===== config.mk =====
export PLATFORM = sky130hd
export DESIGN_NAME = fetch_pc_unit
export DESIGN_NICKNAME = d
export VERILOG_FILES = /design/src/rtl/pipeline_pkg.sv /design/src/rtl/fetch_skid_buf.sv /design/src/rtl/fetch_pc_unit.sv
export SDC_FILE = /design/constraint.sdc
export NUM_CORES = 1
export LEC_CHECK = 0
export ABC_AREA = 1
export CORE_ASPECT_RATIO = 0.8
export CORE_MARGIN = 3
export CORE_UTILIZATION = 50
export CTS_CLUSTER_DIAMETER = 150
export DETAILED_ROUTE_END_ITERATION = 6
export GPL_ROUTABILITY_DRIVEN = 0
export PLACE_DENSITY = 0.8
export SYNTH_ARGS = -nofsm -noshare
export SYNTH_HDL_FRONTEND = slang
export SYNTH_SLANG_ARGS = --single-unit

===== constraint.sdc =====
create_clock -name clk -period 2.3 [get_ports clk]
set_clock_uncertainty 0.1 [all_clocks]
set_input_delay 0.69 -clock clk [delete_from_list [all_inputs] [get_ports clk]]
set_output_delay 0.69 -clock clk [all_outputs]
set_load 0.05 [all_outputs]

===== src/rtl/pipeline_pkg.sv =====
// -----------------------------------------------------------------------------
// pipeline_pkg
// Shared types and constants for the instruction-fetch front end.
//   fetch_state_e    : fetch sequencer states (BOOT, REQ, KILL, FULL)
//   if_id_t          : IF/ID pipeline register contents
//   RESET_PC_DEFAULT : first fetch address after reset
//   NOP_INSTR        : instruction word presented while IF/ID is empty
//   next_seq_pc()    : sequential successor of a fetch address (wraps mod 2^32)
// -----------------------------------------------------------------------------
package pipeline_pkg;

  localparam logic [31:0] RESET_PC_DEFAULT = 32'h0000_3000;
  localparam logic [31:0] NOP_INSTR        = 32'h0000_0000;

  typedef enum logic [1:0] {
    BOOT = 2'd0,  // one idle cycle after reset release
    REQ  = 2'd1,  // request outstanding at pc_q
    KILL = 2'd2,  // request outstanding whose answer will be discarded
    FULL = 2'd3   // skid buffer occupied, fetching paused
  } fetch_state_e;

  typedef struct packed {
    logic        valid;
    logic [31:0] ins;
    logic [31:0] pc_plus_4;
  } if_id_t;

  // Plain 32-bit addition: the carry out of bit 31 is discarded, so the
  // address space wraps from 0xFFFF_FFFC to 0x0000_0000.
  function automatic logic [31:0] next_seq_pc(input logic [31:0] pc);
    return pc + 32'd4;
  endfunction

endpackage


===== src/rtl/fetch_skid_buf.sv =====
// -----------------------------------------------------------------------------
// fetch_skid_buf
// One-entry holding buffer for an instruction that returned from memory while
// ID was stalled. The memory cannot be asked to hold its response, so the word
// is parked here until IF/ID can take it.
//   clk, rst_n         : clock, asynchronous active-low reset
//   load               : capture load_ins / load_pc_plus_4
//   drain              : entry has been moved into IF/ID; empty the buffer
//   clear              : discard the entry (redirect)
//   load_ins           : instruction word to capture
//   load_pc_plus_4     : fetch address + 4 of that word
//   valid              : buffer holds an entry
//   ins, pc_plus_4     : buffered entry
// -----------------------------------------------------------------------------
module fetch_skid_buf
  import pipeline_pkg::*;
(
  input  logic        clk,
  input  logic        rst_n,
  input  logic        load,
  input  logic        drain,
  input  logic        clear,
  input  logic [31:0] load_ins,
  input  logic [31:0] load_pc_plus_4,
  output logic        valid,
  output logic [31:0] ins,
  output logic [31:0] pc_plus_4
);

  // NOTE: the data fields are reset as well as the valid bit. It costs little
  // for a single entry and keeps X out of every downstream mux in simulation.
  always_ff @(posedge clk or negedge rst_n) begin
    if (!rst_n) begin
      valid     <= 1'b0;
      ins       <= NOP_INSTR;
      pc_plus_4 <= '0;
    end else if (clear || drain) begin
      // Emptying wins over loading; the sequencer never asks for both.
      valid <= 1'b0;
    end else if (load) begin
      valid     <= 1'b1;
      ins       <= load_ins;
      pc_plus_4 <= load_pc_plus_4;
    end
  end

endmodule


===== src/rtl/fetch_pc_unit.sv =====
// -----------------------------------------------------------------------------
// fetch_pc_unit
// Instruction-fetch front end: owns the program counter, runs a
// single-outstanding-request handshake with instruction memory and fills the
// IF/ID register. A redirect from ID squashes every younger fetch (no delay
// slot).
//   clk, rst_n          : clock, asynchronous active-low reset
//   stall_i             : ID cannot accept; IF/ID holds
//   redirect_i          : ID resolved a taken control transfer
//   redirect_addr_i     : its target
//   imem_req_o          : fetch request
//   imem_addr_o         : fetch address (stable while waiting)
//   imem_ready_i        : response valid this cycle (zero wait allowed)
//   imem_rdata_i        : fetched instruction
//   if_id_valid_o       : IF/ID holds a live instruction
//   if_id_ins_o         : IF/ID instruction (NOP_INSTR when invalid)
//   if_id_pc_plus_4_o   : IF/ID fetch address + 4
//   pc_o                : current fetch address
// -----------------------------------------------------------------------------
module fetch_pc_unit #(
  parameter logic [31:0] RESET_PC  = pipeline_pkg::RESET_PC_DEFAULT,
  parameter logic [31:0] NOP_INSTR = pipeline_pkg::NOP_INSTR
) (
  input  logic        clk,
  input  logic        rst_n,
  input  logic        stall_i,
  input  logic        redirect_i,
  input  logic [31:0] redirect_addr_i,
  output logic        imem_req_o,
  output logic [31:0] imem_addr_o,
  input  logic        imem_ready_i,
  input  logic [31:0] imem_rdata_i,
  output logic        if_id_valid_o,
  output logic [31:0] if_id_ins_o,
  output logic [31:0] if_id_pc_plus_4_o,
  output logic [31:0] pc_o
);

  import pipeline_pkg::*;

  fetch_state_e state;
  logic [31:0]  pc_q;
  logic [31:0]  redir_q;   // target remembered while the stale request drains
  logic         req_q;
  if_id_t       if_id_q;

  logic [31:0]  pc_seq;
  logic         redir_ok;
  logic         fetch_hit;

  logic         skid_load;
  logic         skid_drain;
  logic         skid_valid;
  logic [31:0]  skid_ins;
  logic [31:0]  skid_pc_plus_4;

  assign pc_seq = next_seq_pc(pc_q);

  // A redirect is only meaningful for a live instruction that ID is actually
  // consuming this cycle; anything else on redirect_i is ignored.
  assign redir_ok = redirect_i && !stall_i && if_id_q.valid;

  // A response landing in REQ belongs to pc_q. In KILL it belongs to a
  // squashed path and never counts as a hit.
  assign fetch_hit = (state == REQ) && imem_ready_i;

  // Response arrived but ID is stalled: park it. redir_ok cannot be set here
  // because it requires stall_i=0.
  assign skid_load  = fetch_hit && stall_i;
  assign skid_drain = (state == FULL) && !stall_i && !redir_ok;

  fetch_skid_buf u_skid (
    .clk            (clk),
    .rst_n          (rst_n),
    .load           (skid_load),
    .drain          (skid_drain),
    .clear          (redir_ok),
    .load_ins       (imem_rdata_i),
    .load_pc_plus_4 (pc_seq),
    .valid          (skid_valid),
    .ins            (skid_ins),
    .pc_plus_4      (skid_pc_plus_4)
  );

  // NOTE: every register in this block uses non-blocking assignment so all
  // right-hand sides read the pre-edge values, independent of statement order.
  always_ff @(posedge clk or negedge rst_n) begin
    if (!rst_n) begin
      state   <= BOOT;
      pc_q    <= RESET_PC;
      redir_q <= '0;
      req_q   <= 1'b0;
      if_id_q <= '{valid: 1'b0, ins: NOP_INSTR, pc_plus_4: 32'd0};
    end else begin
      // ---------------- IF/ID register ----------------
      if (redir_ok) begin
        // The redirecting instruction leaves; whatever follows it is younger
        // and wrong-path, so IF/ID goes empty.
        if_id_q.valid <= 1'b0;
        if_id_q.ins   <= NOP_INSTR;
      end else if (!stall_i) begin
        if (fetch_hit) begin
          if_id_q <= '{valid: 1'b1, ins: imem_rdata_i, pc_plus_4: pc_seq};
        end else if ((state == FULL) && skid_valid) begin
          if_id_q <= '{valid: 1'b1, ins: skid_ins, pc_plus_4: skid_pc_plus_4};
        end else begin
          // ID took the old entry and nothing new arrived: bubble.
          if_id_q.valid <= 1'b0;
          if_id_q.ins   <= NOP_INSTR;
        end
      end

      // ---------------- fetch sequencer ----------------
      // req_q is updated alongside the state so imem_req_o comes straight
      // from a flop and is 1 exactly in REQ and KILL.
      case (state)
        BOOT: begin
          state <= REQ;
          req_q <= 1'b1;
        end

        REQ: begin
          if (imem_ready_i) begin
            if (redir_ok) begin
              // Same-cycle redirect: the returning word is wrong-path.
              pc_q <= redirect_addr_i;
            end else begin
              pc_q <= pc_seq;
              if (stall_i) begin
                state <= FULL;
                req_q <= 1'b0;
              end
            end
          end else if (redir_ok) begin
            // Cannot retract an issued request; wait for it and discard it.
            redir_q <= redirect_addr_i;
            state   <= KILL;
          end
        end

        KILL: begin
          if (imem_ready_i) begin
            pc_q  <= redir_q;
            state <= REQ;
          end
        end

        FULL: begin
          if (redir_ok) begin
            pc_q  <= redirect_addr_i;
            state <= REQ;
            req_q <= 1'b1;
          end else if (!stall_i) begin
            // Buffered word moves into IF/ID this edge; pc_q already points
            // past it, so fetch resumes without loss or duplication.
            state <= REQ;
            req_q <= 1'b1;
          end
        end

        default: begin
          state <= BOOT;
          req_q <= 1'b0;
        end
      endcase
    end
  end

  assign imem_req_o        = req_q;
  assign imem_addr_o       = pc_q;
  assign pc_o              = pc_q;
  assign if_id_valid_o     = if_id_q.valid;
  assign if_id_ins_o       = if_id_q.ins;
  assign if_id_pc_plus_4_o = if_id_q.pc_plus_4;

endmodule

==> metrics.md, run 1 <==
| Metric | Value |
|---|---|
| Status | completed |
| Switching power | about 0.01 W |
| Clock sinks | 197 |
| Comb power frac | 53.6% |
| Count leader, synth | nand2_1 |
| Pwr/cell area | 1630 nW/um^2 |
| Most common library cells after synthesis | nand2_1 (388), dfrtp_1 (195), o21ai_0 (114) |
| Die height | 131 um |
| Vias per inst | 5.31 |
| Yosys cell types | 37 |
| Top Family by Delay on Critical Path | buffers and inverters |
| WL/cell | 16.1 um |
| First-pass GRT wire length | 42.7 mm |
| R2R Path Start | imem_addr_o[2] |
| HP Class | input pin to asynchronous set/reset pin |
| Non-filler cells, final | 1652 |
| Startpoint types | flip-flop |
| Peak supply drop | 1150 uV |
| IO buf count | 198 |
| Ports | between 150 and 200 |
| Synth area leader | dfrtp_1 |
| Number of H-tree levels | 4 |
| Int Power | around 0.0099 W |
| Worst-Skew Late Latency | 0.44 ns |
| Mean Syn Cell Area | 7.97 um^2 |
| # diodes | 0 |
| Clock power frac | approximately 14% |
| Post-synthesis instance total | 1218 |
| Post-CTS Hold Buffers | 0 |
| Number of CTS-inserted buffers | 17 |
| Crit path capture type | primary output |
| Req. time, crit path | approximately 1.5 ns |
| Max frequency | 466 MHz |
| CTS Buffer Depth | 2 |
| Area growth, synth to finish | 26.8% |
| Leading post-synthesis cells by cell area | dfrtp_1 (50%), nand2_1 (15%), o21ai_0 (5.9%) |
| Total wire length | 26.5 mm |
| Top_reg_cell synth | dfrtp_1 |
| Crit path DAT | 1.36 ns |
| Final nets | 1456 |
| Syn_nets | 1288 |
| Max Cap Viol | 0 |
| Flop2flop setup slack | 0.16 ns |
| Drt pass-1 iters | 6 |
| Initial core utilization | between 50% and 60% |
| Clock root cell | clkbuf_16 |
| Synth Register Bits | between 150 and 200 |
| Site row count | 44 |
| Via count | 8770 |
| Asr flop ratio synth | 100% |
| Capturing point of the worst reg2reg path | imem_addr_o[14] |
| Setup bufs post-CTS | 0 |
| Die Footprint | 21100 um^2 |
| Antenna viol nets, final | 0 |
| Vias in the first global route | 8490 |
| Total power | ~0.020 W |
| Yosys top cell area share | between 50% and 60% |
| CP max FO | 2 |
| Sequential area share after synthesis | 50.8% |
| GRT Residual Overflow | 0 |
| Slew HR | between 60 and 70% |
| CTS tree | built |
| DR iter-0 viols | between 800 and 900 |
| Met3 GRT Util | 5.99% |
| Die extent in x | 162 um |
| Initial antenna violation count | 1 |
| CP peak stage delay | roughly 0.54 ns |
| Global route hottest layer | met2 |
| Tcrit/Tclk final | 93.3% |
| Detailed Place HPWL | 18.6 mm |
| M1 GR Usage | 34.7% |
| Max-slew violations | 0 |
| Remaining routing DRC violations | 0 |
| Final min period | 2.15 ns |
| Setup-failing EPs final | 0 |
| Synth warn | 0 |
| Worst path bufs/invs | 1 |
| Clock transition at the registers of the reported paths | 0.08 ns |
| Core area | 18600 um^2 |
| Share of layout cells above drive strength 1 | 15.4% |
| Worst Max-Slew Pin Slew | 0.503 ns |
| FF-to-FF path depth | 8 |
| Gr usage total | about a quarter |
| Largest net degree at the start of global routing | 58 |
| Reg power frac | approximately a third |
| # placed instances | between 1500 and 2000 |
| Post-synthesis cell area | between 9000 and 10000 um^2 |
| Slowest cell on crit path | dlygate4sd2_1 |
| Leak Pwr | 6.15 nW |
| RSZ-0062 raised after global routing | false |
| Final hold violation count | 0 |
| Met2 Usage GRT | 40.6% |
| Net Sw Frac | 50.6% |
| Crit path cell chain | dlygate4sd2_1 |
| Kind of critical path | flip-flop to primary output |
| EDFF count, synth | 0 |
-- state kept, by name, summed over array words and instances (netlist names), 2 cells and up --
| name | flops |
|---|---|
| redir_q | 32 |
| if_id_ins_o | 32 |
| if_id_pc_plus_4_o | 32 |
| state | 2 |
| imem_addr_o | 32 |
| u_skid.pc_plus_4 | 32 |
| u_skid.ins | 32 |
-- stage by stage --
| stage | setup TNS, ns | setup slack [ns] | area, um^2 | hold slack [ns] | utilization [%] |
|---|---|---|---|---|---|
| after floorplan | 0 | 0.214 | 9710 | 0.294 | - |
| after global placement | -0.639 | -0.102 | 11800 | 0.355 | 63.2 |
| after detailed placement | -1.57 | -0.138 | 11800 | 0.358 | 63.2 |
| after CTS | 0 | 0.141 | 12300 | 0.103 | 66.1 |
| after global routing | 0 | 0.0619 | 12300 | 0.114 | 66.1 |
| final | 0 | 0.153 | 12300 | 0.100 | 66.1 |
-- per-layer routing --
metal	part of all wire, %	up-vias
met5	0.049	-
met4	2.1	2
met3	7.9	41
met2	46	378
met1	44	4161
li1	-	4188
-- placed cells by master, fill, tap and decap left out, types with 2 or more instances in the layout --
| cell | n |
|---|---|
| inv_8 | 4 |
| nor2_4 | 5 |
| buf_12 | 20 |
| a22o_1 | 17 |
| a21oi_2 | 5 |
| nand2_1 | 388 |
| dlygate4sd2_1 | 28 |
| nand2_2 | 5 |
| o22ai_1 | 21 |
| clkdlybuf4s50_1 | 67 |
| xor2_1 | 11 |
| dfrtp_1 | 195 |
| and2_1 | 2 |
| dfstp_2 | 2 |
| a31oi_1 | 15 |
| clkinv_2 | 3 |
| nor2_2 | 6 |
| o21ai_0 | 114 |
| inv_1 | 103 |
| nor2_1 | 102 |
| o21bai_1 | 3 |
| a22oi_1 | 2 |
| clkinv_4 | 2 |
| clkbuf_16 | 17 |
| o21a_1 | 4 |
| o21ai_1 | 34 |
| inv_6 | 4 |
| buf_4 | 126 |
| nand3_1 | 13 |
| inv_2 | 7 |
| xnor2_1 | 3 |
| clkinvlp_4 | 2 |
| nand3b_1 | 6 |
| a21oi_1 | 52 |
-- worst max-delay path by stage --
| stage | from | endpoint | slack [ns] | depth (start not counted) |
|---|---|---|---|---|
| after floorplan | imem_addr_o[2] | if_id_pc_plus_4_o[20] | 0.21 | 10 |
| after global placement | stall_i | imem_addr_o[1] | -0.10 | 9 |
| after detailed placement | stall_i | imem_addr_o[0] | -0.14 | 9 |
| after CTS | if_id_ins_o[7] | if_id_ins_o[7] | 0.14 | 1 |
| after global routing | imem_addr_o[14] | if_id_pc_plus_4_o[15] | 0.06 | 7 |
| final | if_id_ins_o[23] | if_id_ins_o[23] | 0.15 | 1 |
-- area by class of cell --
cell class                 count  area (um^2)
sequential                   197         4930
timing repair buffer         242         2280
clock buffer                  17          425
inverter                     112          422
multi-input combinational    816         3790
fill                        1546         6300
clock inverter                15          139
tap                          253          317
-- what timing repair did --
| item | 4_1_cts | 5_1_grt |
|---|---|---|
| endpoints found under the hold margin | 0 | 0 |
| setup endpoints to repair | 28 | 1 |
| resized for setup | 28 | 1 |
-- kinds of logic after synthesis --
group | count (synthesis) | synth area share (%)
AO/OA/AOI/OAI | 270 | 15.7
AND/OR/NAND/NOR | 530 | 21.8
flip-flops | 197 | 50.8
adder cells (fa/ha/maj) | 1 | 0.129
buffers and inverters | 205 | 10.2
XOR/XNOR | 15 | 1.35
-- power groups by stage --
stage | logic [W] | registers, W | clock network (W)
after detailed placement | 0.0109 | 0.00640 | 0
after global placement | 0.0107 | 0.00635 | 0
final | 0.0108 | 0.00640 | 0.00292
after CTS | 0.0108 | 0.00636 | 0.00293
after global routing | 0.0116 | 0.00659 | 0.00309
after floorplan | 0.00516 | 0.00868 | 0
(Power assumes the default switching activity.)
==> run 2: changes to the inputs <==
- CTS_BUF_LIST: default -> sky130_fd_sc_hd__clkbuf_4
==> run 2 against run 1 <==
Sequential share of layout area grew 0.64 points. Global-route usage shrank 0.36 points. Non-clock buffer count grew 3. Worst setup slack lost 0.11 ns. Critical path type unchanged. Power shrank 5.3%. Design area shrank 1.6%. Final cell count grew 0.18%. Largest cell class unchanged. Via count shrank 0.58%. Register-to-register slack is essentially flat.
==> metrics.md, run 2 (synthesis gave the netlist of run 1 again) <==
| Metric | Value |
|---|---|
| Status | completed |
| CP peak stage delay | 0.60 ns (+0.06 ns) |
| Worst-Skew Late Latency | 0.60 ns (+0.16 ns) |
| Number of CTS-inserted buffers | 17 (unchanged) |
| HP Class | flip-flop to flip-flop |
| Req. time, crit path | 1.51 ns (about the same) |
| Net Sw Frac | 52.5% (+1.8 points) |
| Peak supply drop | 1160 uV (+0.88%) |
| IO buf count | 198 (unchanged) |
| Largest net degree at the start of global routing | 58 (unchanged) |
| Commonest cells after routing, fill and taps aside | nand2_1 (388), dfrtp_1 (195), buf_4 (126) |
| Comb power frac | 57.1% (+3.5 points) |
| Final min period | 2.26 ns (+0.109 ns) |
| Final Core Density | 65.1% (-1.0 points) |
| Clock power frac | 9.4% (-5.1 points) |
| Site row count | 44 (unchanged) |
| Met3 GRT Util | 4.63% (-1.4 points) |
| Area growth, synth to finish | 24.8% |
| Non-filler cells, final | 1655 (+0.18%) |
| Final hold violation count | 0 (unchanged) |
| Ports | 199 (unchanged) |
| CTS Buffer Depth | 2 (unchanged) |
| Clock sinks | 197 (unchanged) |
| Int Power | 0.00905 W (-8.8%) |
| Worst path bufs/invs | 1 (unchanged) |
| Via count | 8719 (-0.58%) |
| First-pass GRT wire length | 42.2 mm (-1.2%) |
| Leak Pwr | 5.95 nW (-3.2%) |
| Final hold slack | 0.398 ns (+0.297 ns) |
| Global route hottest layer | met2 |
| Slowest cell on crit path | dfrtp_1 |
| Top Family by Delay on Critical Path | flip-flops |
| DR iter-0 viols | 753 (-6.2%) |
| Crit path DAT | 1.47 ns (+0.11 ns) |
| Startpoint types | flip-flop |
| # diodes | 0 (unchanged) |
| Total wire length | 26.2 mm (-1.4%) |
| Clock transition at the registers of the reported paths | 0.17 ns (+0.09 ns) |
| Met2 Usage GRT | 40.1% (-0.49 points) |
| Max Cap Viol | 0 (unchanged) |
| Initial antenna violation count | 0 (-1) |
| Die height | 131 um (unchanged) |
| Final nets | 1459 (+0.21%) |
| Vias per inst | 5.27 (-0.76%) |
| RSZ-0062 raised after global routing | false |
| WL/cell | 15.8 um (-1.5%) |
| Pwr/cell area | 1570 nW/um^2 (-3.8%) |
| Initial core utilization | 52.2% (unchanged) |
| Die extent in x | 162 um (unchanged) |
| Slew HR | 66.4% (about the same) |
| CP max FO | 6 (+4) |
| # placed instances | 1620 (unchanged) |
| M1 GR Usage | 34.8% (+0.16 points) |
| Gr usage total | 24.9% (-0.36 points) |
| Setup-failing EPs final | 0 (unchanged) |
| CTS tree | built |
| Antenna viol nets, final | 0 (unchanged) |
| Number of H-tree levels | 4 (unchanged) |
| Max-slew violations | 0 (unchanged) |
| Vias in the first global route | 8344 (-1.7%) |
| Reg power frac | 33.5% (+1.7 points) |
| Core area | 18600 um^2 (unchanged) |
| Max frequency | 443 MHz (-4.8%) |
| GRT Residual Overflow | 0 (unchanged) |
| Detailed Place HPWL | 18.6 mm (unchanged) |
| Clock root cell | clkbuf_4 |
| Kind of critical path | flip-flop to primary output |
| Die Footprint | 21100 um^2 (unchanged) |
| Drt pass-1 iters | 5 (-1) |
| Most common cell after layout, fill and taps aside | nand2_1 |
| Crit path capture type | primary output |
| Tcrit/Tclk final | 98.1% (+4.8 points) |
| Worst Max-Slew Pin Slew | 0.504 ns (+0.000842 ns) |
| Share of layout cells above drive strength 1 | 17.5% (+2.2 points) |
| Crit path cell chain | buf_4 |
| Remaining routing DRC violations | 0 (unchanged) |
| Switching power | 0.00999 W (-1.8%) |
-- run 2: changes by cell type in the layout (fill, tap and decap cells not counted), sizes merged --
cell,previous run,this run
buf,146,148
clkbuf,18,19
clkdlybuf4s15,0,27
dlygate4sd2,28,0
dlygate4sd3,0,1
-- run 2: repair_timing --
action / CTS / global route
buffers inserted: 2 / 0
endpoints found under the hold margin: 36 / 0
resized for setup: 83 / 5
setup endpoints to repair: 32 / 7
hold buffers: 1 / 0
-- run 2: worst paths after layout --
kind | from | endpoint | slack [ns] | cells past startpoint
worst max-delay path | imem_addr_o[10] | imem_addr_o[10] | 0.04 | 1
worst max register to register | imem_addr_o[2] | if_id_pc_plus_4_o[22] | 0.16 | 10
max in group asynchronous | rst_n | u_skid.ins[22] | 0.97 | 3
worst min register to register | u_skid.pc_plus_4[4] | u_skid.pc_plus_4[4] | 0.40 | 2
min in group asynchronous | rst_n | redir_q[4] | 0.49 | 2
worst min-delay path | u_skid.pc_plus_4[4] | u_skid.pc_plus_4[4] | 0.40 | 2
-- run 2: per-stage QoR --
step	power (W)	setup TNS, ns	cell area (um^2)	worst slack (ns)
CTS	0.0191	0	12100	0.000663
detailed placement	0.0173	-1.57	11800	-0.138
finish	0.0190	0	12100	0.0440
floorplan	0.0138	0	9710	0.214
global placement	0.0170	-0.639	11800	-0.102
global route	0.0202	0	12100	0.00268
-- run 2: worst min-delay path: cells and delay by family (launching register included) --
family	cells	cell delay, ns
DFF	1	0.38
and+or+nand+nor	2	0.10
-- run 2: area by class of cell --
type / count / area [um^2]
Inverter: 112 / 422
Multi-Input combinational cell: 816 / 3800
Fill cell: 1587 / 6500
Clock buffer: 17 / 128
Timing Repair Buffer: 245 / 2370
Clock inverter: 15 / 139
Tap cell: 253 / 317
Sequential cell: 197 / 4930
-- run 2: power groups by stage --
| stage | registers [W] | clock network, W | logic (W) |
|---|---|---|---|
| after floorplan | 0.00868 | 0 | 0.00516 |
| after global placement | 0.00635 | 0 | 0.0107 |
| after detailed placement | 0.00640 | 0 | 0.0109 |
| after CTS | 0.00633 | 0.00184 | 0.0109 |
| after global routing | 0.00658 | 0.00196 | 0.0117 |
| final | 0.00638 | 0.00180 | 0.0109 |
-- run 2: metal layers --
layer	vias to the layer above	share of wire, %
met5	-	0
met4	0	2.0
met3	41	8.0
met2	368	46
met1	4124	44
li1	4186	-
